===== src/rtl/fp32_div_pkg.sv =====
// Shared types and widths for the FP32 mantissa divider.
// The optional feature FP32_MANT_DIV_EARLY_TERM_EN is handled in fp32_mant_divider.
package fp32_div_pkg;

   localparam int MANT_W = 24;
   localparam int Q_W    = 26;
   localparam int R_W    = MANT_W + 1;
   localparam int CNT_W  = 5;

   localparam logic [CNT_W-1:0] ITER_LAST = 5'd25;

   typedef enum logic [1:0] {
      IDLE,
      CALC,
      DONE
   } div_state_e;

endpackage


===== src/rtl/mant_div_iter_counter.sv =====
// Iteration down counter for the mantissa divider: synchronous load of ITER_LAST,
// decrement on enable, and a flag that marks the final iteration.
module mant_div_iter_counter
   import fp32_div_pkg::*;
(
   input  logic             clk,
   input  logic             reset,
   input  logic             load_i,
   input  logic             en_i,
   output logic [CNT_W-1:0] count_o,
   output logic             zero_o
);

   logic [CNT_W-1:0] count_q, count_d;

   always_comb begin
      count_d = count_q;
      if (load_i) begin
         count_d = ITER_LAST;
      end else if (en_i) begin
         count_d = count_q - 1'b1;
      end
   end

   always_ff @(posedge clk or negedge reset) begin
      if (!reset) begin
         count_q <= '0;
      end else begin
         count_q <= count_d;
      end
   end

   assign count_o = count_q;
   assign zero_o  = (count_q == '0);

endmodule


===== src/rtl/fp32_mant_divider.sv =====
// Restoring divider for 24-bit FP32 mantissas, one quotient bit per clock.
// Define FP32_MANT_DIV_EARLY_TERM_EN to finish as soon as the partial remainder reaches zero.
module fp32_mant_divider
   import fp32_div_pkg::*;
(
   input  logic              clk,
   input  logic              reset,
   input  logic              start,
   input  logic [MANT_W-1:0] dividend_mant,
   input  logic [MANT_W-1:0] divisor_mant,
   output logic              busy,
   output logic              done,
   output logic [Q_W-1:0]    quotient,
   output logic              sticky,
   output logic              dz
);

   div_state_e        state_q, state_d;
   logic [R_W-1:0]    r_q, r_d;
   logic [MANT_W-1:0] div_q, div_d;
   logic [Q_W-1:0]    q_q, q_d;
   logic              sticky_q, sticky_d;
   logic              dz_q, dz_d;
   logic              busy_q, done_q;

   logic              cnt_load, cnt_en, cnt_zero;
   logic [CNT_W-1:0]  cnt_value;
   logic              qbit;
   logic [R_W-1:0]    rn;
   logic [Q_W-1:0]    q_step;

   mant_div_iter_counter u_iter_counter (
      .clk     (clk),
      .reset   (reset),
      .load_i  (cnt_load),
      .en_i    (cnt_en),
      .count_o (cnt_value),
      .zero_o  (cnt_zero)
   );

`ifndef FP32_MANT_DIV_EARLY_TERM_EN
   logic unused_cnt;
   assign unused_cnt = ^cnt_value;
`endif

   // R stays below twice the divisor, so the extra MSB absorbs the doubling.
   assign qbit   = (r_q >= {1'b0, div_q});
   assign rn     = qbit ? (r_q - {1'b0, div_q}) : r_q;
   assign q_step = {q_q[Q_W-2:0], qbit};

   always_comb begin
      state_d  = state_q;
      r_d      = r_q;
      div_d    = div_q;
      q_d      = q_q;
      sticky_d = sticky_q;
      dz_d     = dz_q;
      cnt_load = 1'b0;
      cnt_en   = 1'b0;

      case (state_q)
         IDLE: begin
            if (start) begin
               div_d = divisor_mant;
               if (divisor_mant == '0) begin
                  q_d      = '1;
                  sticky_d = 1'b0;
                  dz_d     = 1'b1;
                  state_d  = DONE;
               end else begin
                  r_d      = {1'b0, dividend_mant};
                  q_d      = '0;
                  sticky_d = 1'b0;
                  dz_d     = 1'b0;
                  cnt_load = 1'b1;
                  state_d  = CALC;
               end
            end
         end
         CALC: begin
            q_d    = q_step;
            r_d    = rn << 1;
            cnt_en = 1'b1;
`ifdef FP32_MANT_DIV_EARLY_TERM_EN
            // Remaining quotient bits are all zero once the remainder vanishes.
            if (rn == '0) begin
               q_d      = q_step << cnt_value;
               sticky_d = 1'b0;
               state_d  = DONE;
            end else
`endif
            if (cnt_zero) begin
               sticky_d = |rn;
               state_d  = DONE;
            end
         end
         DONE: begin
            state_d = IDLE;
         end
         default: begin
            state_d = IDLE;
         end
      endcase
   end

   always_ff @(posedge clk or negedge reset) begin
      if (!reset) begin
         state_q  <= IDLE;
         r_q      <= '0;
         div_q    <= '0;
         q_q      <= '0;
         sticky_q <= 1'b0;
         dz_q     <= 1'b0;
         busy_q   <= 1'b0;
         done_q   <= 1'b0;
      end else begin
         state_q  <= state_d;
         r_q      <= r_d;
         div_q    <= div_d;
         q_q      <= q_d;
         sticky_q <= sticky_d;
         dz_q     <= dz_d;
         busy_q   <= (state_d == CALC);
         done_q   <= (state_d == DONE);
      end
   end

   assign busy     = busy_q;
   assign done     = done_q;
   assign quotient = q_q;
   assign sticky   = sticky_q;
   assign dz       = dz_q;

endmodule

===== config.mk =====
export PLATFORM = sky130hd
export DESIGN_NAME = fp32_mant_divider
export DESIGN_NICKNAME = d
export VERILOG_FILES = /design/src/rtl/fp32_div_pkg.sv /design/src/rtl/mant_div_iter_counter.sv /design/src/rtl/fp32_mant_divider.sv
export SDC_FILE = /design/constraint.sdc
export NUM_CORES = 1
export LEC_CHECK = 0
export BUFFER_PORTS_ARGS = -buffer_cell sky130_fd_sc_hd__buf_2
export CAP_MARGIN = 5
export CORE_ASPECT_RATIO = 0.9
export CORE_MARGIN = 2
export CORE_UTILIZATION = 39
export CTS_BUF_LIST = sky130_fd_sc_hd__clkbuf_16
export DETAILED_ROUTE_END_ITERATION = 10
export GPL_TIMING_DRIVEN = 1
export PLACE_DENSITY_LB_ADDON = 0.2
export SYNTH_ARGS = -nofsm -noshare
export SYNTH_HDL_FRONTEND = slang
export SYNTH_SLANG_ARGS = --single-unit

===== constraint.sdc =====
create_clock -name clk -period 7.2 [get_ports clk]
set_input_delay 0.72 -clock clk [delete_from_list [all_inputs] [get_ports clk]]
set_output_delay 0.72 -clock clk [all_outputs]
set_load 0.02 [all_outputs]

After elaboration in Yosys (flattened, before gate mapping) --
Index checks and enable logic that the tools add are counted.
Operators by class: equal/unequal tests 6, reductions and logical operators 10, order comparisons 1, add/subtract/negate cells 2, muxes and demuxes 21
Operators by type and width (number):
- two-way mux 25 bit | 3
- two-way mux 26 bit | 2
- case mux 26 bit (2 select lines) | 1
- case mux 25 bit (2 select lines) | 1
- >= comparator 25 x 24 -> 1 bit | 1
- OR reduction 25 bit | 1
- subtractor 25 x 24 -> 25 bit | 1
- zero test 24 bit | 1
- two-way mux 5 bit | 2
- two-way mux 1 bit | 7
- two-way mux 2 bit | 3
- != test 2 bit (second input constant) | 3
- AND reduction 3 bit | 2
- zero test 5 bit | 1
- subtractor 5 x 1 -> 5 bit (second input constant) | 1
- == test 2 x 1 -> 1 bit (second input constant) | 2
- case mux 2 bit (2 select lines) | 1
- AND reduction 2 bit | 2
- nonzero test 2 bit | 2
- == test 2 bit (second input constant) | 1
- zero test 2 bit | 1
- case mux 1 bit (2 select lines) | 1
Storage, ports and cells: bits of input ports 51, bits in registers 86, word-level logic and storage cells 49

Depth between registers and ports, before layout --
depth after elaboration 5, gate-level depth with buffers 13, gate-level depth less buffers 13

Modules after synthesis --
Synthesis repeated with hierarchy kept, for this count alone.
Unflattened totals: cell total of the unflattened synthesis 562, area, all modules 5225.0 µm²
Modules (own cells, without submodules):
- fp32_mant_divider | cells each 538, instances 1, area an instance 4946.0 µm²
- mant_div_iter_counter | cells each 24, instances 1, area an instance 279.0 µm²

Least setup slack after synthesis --
OpenSTA, ideal clock, no wires.
kind register -> register, start point register r_q[0], end point register sticky_q (netlist: sticky), cell stages (with the launch flop) 14, clock period less this slack 3127 ps, arrival time 2994 ps, slack 4073 ps, required time 7066 ps, path buffers 0, cell sequence dfrtp_1 > inv_1 > ha_1 > inv_1 > fa_1 > a21o_1 > a21oi_2 > xnor2_1 > or4b_1 > or4_4 > a2111oi_4 > nand4_1 > o21ai_1 > nand3_1
Between the ends: word-level cells in the longest chain between the ends 5, elaborated cells on any way between the ends 6
Ends and longest elaborated chain:
- from (decl) | RTL line fp32_mant_divider.sv:19 | logic [R_W-1:0] r_q, r_d;
- from (signal assigned) | RTL line fp32_mant_divider.sv:118 | r_q <= r_d;
- subtractor 25 x 24 -> 25 bit or >= comparator 25 x 24 -> 1 bit (tied branches) | RTL line fp32_mant_divider.sv:48, fp32_mant_divider.sv:47
- two-way mux 25 bit (*) | RTL line fp32_mant_divider.sv:48 | assign rn = qbit ? (r_q - {1'b0, div_q}) : r_q;
- OR reduction 25 bit (*) | RTL line fp32_mant_divider.sv:93 | sticky_d = |rn;
- two-way mux 1 bit (*) | RTL line fp32_mant_divider.sv:92 | if (cnt_zero) begin
- case mux 1 bit (2 select lines) (*) | RTL line fp32_mant_divider.sv:61 | case (state_q)
- to (signal assigned) | RTL line fp32_mant_divider.sv:121 | sticky_q <= sticky_d;
- to (decl) | RTL line fp32_mant_divider.sv:22 | logic sticky_q, sticky_d;
Every way passes the cells marked *; elsewhere a longest branch is shown, timed or not. The select of a mux whose other input is x is not followed. A chain may end at the register's enable or synchronous reset.

Final worst setup path --
start point register r_q[1], end point register sticky_q (netlist: sticky)
The elaborated chain is that of the path after synthesis.

==> reports/metrics.yaml <==
outcome:
  outcome: "finished, final reports clean"
worst_setup_path:
  cpMostUsedCell: "o21ai_1"
  r2r_start: "r_q[1]$_DFFE_PN0P_"
  worstPathRequired_ns: 7.42
  crit_type: "reg -> reg"
  start_kind: "flop"
  timing.critical_path.arrival_ns: 3.97
  cp_cell_sequence: "ha_1 > nor2b_1 > o2111ai_1 > a21boi_1 > o21ai_1 > o311ai_1 > o21ai_4 > buf_4 > or4_1 > o21ai_1 > nand3_1"
  cpMaxStageDelayCell: "or4_1"
  cp-startpoint: "r_q[1]$_DFFE_PN0P_"
  critical_path.endpoint_type: "flop"
  critical_path.max_fanout: 20
  slowest_delay_ns: 0.56
sta:
  tns_ns: 0
  max_clock_freq_mhz: 267
  finClkSkew_ns: 0.00983
  finalSetupViolCount: 0
  max_slew_margin_pct: 28.3
  rsz0062_at_grt: "false"
  fin_crit_sh_pct: 52.1
  worstMarginPinSlew_ns: 1.07
  worst_slack_ns: 3.45
  finalHoldViolations: 0
  timing.hold.ws_ns: 0.314
  maxSlewViolCount: 0
  fin_crit_ns: 3.75
logic_synthesis:
  ys_warn_count: 0
  ys.flop_type: "dfrtp_1"
  synthSimpleGateAreaFrac_pct: 14.5
  synth_xor_area_share_pct: 2.98
  synth-seq-cells: 86
  netlist-cell-type-count: 62
  syn_avg_cell_area_sq_um: 9.21
  synth_mux_area_share_pct: 5.18
  synth_top_area_cell: "dfrtp_1"
  synth_fa_ha_area_share_pct: 6.53
  ys_async_sr_fraction_pct: 100
  synth_top_family_by_area: "compound AO/OA/AOI/OAI gates"
  synth_compound_area_share_pct: 25.1
  synth_nets: 652
  netlist_area_sq_um: 5290
  synthTopCellsByArea: "dfrtp_1 (41%), ha_1 (6.2%), a221o_1 (4.9%), mux2i_1 (4.5%), nand2_1 (4.1%)"
  synthCells: 574
  synth_edf_count: 0
  seq_area_frac_synth_pct: 40.7
  synth_top_area_share_pct: 40.7
global_routing:
  antenna_found_initial: 0
  grt_util_all_layers_pct: 22.3
  grt_pass1_vias: 4534
  grt_max_degree: 56
  grt_overflow: 0
  grt_pass1_wl_um: 25100
routing:
  drc: 0
  first_iter_violations: 468
  dr.pass1.iters: 5
  drt-wirelength-per-cell_um: 19.5
  num_vias: 4759
  wl_um: 15900
  antenna_left: 0
  avgViaCountPerCell: 5.87
placement:
  place_inst: 795
  dpl.hpwl_um: 12000
  place_ws_ns: 3.51
  routabilityCongestion: 0.964
  numPortBuffers: 80
clocking:
  cts_buffers: 9
  cts_root_buffer: "clkbuf_16"
  clk_pin_slew_worst_paths_ns: 0.07
  cts_tree: "yes"
  worstSkewPairLatency_ns: 0.35
  clk_path_buf_depth: 2
  cts_resized: 0
  cts_setup_buffers: 0
  cts_hold_buf: 0
  htree_levels: 3
  cts_sinks: 86
floorplanning:
  dieArea_sq_um: 14500
  die_height_um: 114
  start_util_pct: 39.7
  fp-row-count: 40
  core_area_sq_um: 13300
  dieWidth_um: 127
  io_pins: 81
cells_and_area:
  layout-drive-gt1-share_pct: 18.4
  final_cell_mix: "dfrtp_1 (86), buf_2 (79), nand2_1 (58)"
  seqCellArea_sq_um: 2150
  final_cells: 811
  fill_cells: 1332
  multi_input_area_sq_um: 2900
  nNetsFinal: 716
  area_delta_synth_final_pct: 16.3
  diodes: 0
  final_common_cell: "dfrtp_1"
run:
  cap_violations: 0
min_path:
  min_path_type: "in -> async"
==> final timing paths <==
check	endpoint	slack (ns)	cells after the start
worst max-delay path	sticky$_DFFE_PN0P_	3.45	11
worst min-delay path	div_q[12]$_DFFE_PN0P_	0.31	1
worst max register to register	sticky$_DFFE_PN0P_	3.45	11
worst min register to register	dz$_DFFE_PN0P_	0.49	2
max in group asynchronous	quotient[21]$_DFFE_PN0P_	5.84	2
min in group clk	dz$_DFFE_PN0P_	0.49	2
==> cell type report <==
type	instances	share of cell area, %
tap	168	3.42
multi-input combinational	420	47.1
clock inverter	7	1.32
sequential	86	35.0
clock buffer	9	3.66
inverter	34	2.08
timing repair buffer	87	7.41
==> routing by layer <==
metal  GRT usage, %  up-vias  part of all wire (%)
met3           4.58       21                   6.3
met5              0        -                     0
met1           32.1     2309                    46
li1               -     2267                     -
met2           34.0      162                    46
met4           6.96        0                   2.1
==> worst max-delay path, delay by kind of cell (launching register included) <==
family                   cells  cell delay [ns]
buffers and inverters        1             0.31
AND/OR/NAND/NOR              3             0.86
adder cells (fa/ha/maj)      1             0.31
AO/OA/AOI/OAI                6             1.70
flip-flops                   1             0.44
==> cell usage after synthesis, types with 10 or more instances <==
library cell	instances
xor2_1	14
clkbuf_1	28
o21ai_0	36
dfrtp_1	86
ha_1	26
a22oi_1	15
a221o_1	26
nand3_1	10
nand2_1	58
inv_1	33
nor4_1	15
o21ai_1	27
mux2i_1	24
nor2_1	23
a21oi_1	32
==> sequential cells by signal, summed over array words and instances, names as in the netlist <==
signal	cells
quotient	26
r_q	25
div_q	24
u_iter_counter.count_o	5
state_q	2
busy	1
done	1
dz	1
sticky	1
==> cell families (layout without fill, tap and decap cells) <==
kind of cell	Yosys count	after routing
AOI/OAI and AO/OA	194	194
buffers and inverters	68	137
and+or+nand+nor	154	154
muxes	27	27
DFF	86	86
xor gates and xnor gates	18	18
adders and majority gates	27	27
==> stage by stage <==
| stage | utilization (%) | area [sq um] |
|---|---|---|
| after floorplan | - | 5290 |
| after global placement | 43.9 | 5840 |
| after detailed placement | 43.9 | 5840 |
| after CTS | 46.2 | 6150 |
| after global routing | 46.2 | 6150 |
| final | 46.2 | 6150 |
Power is not shown: default switching activity piles up to over one toggle a cycle in this logic, so the estimate is an artifact.
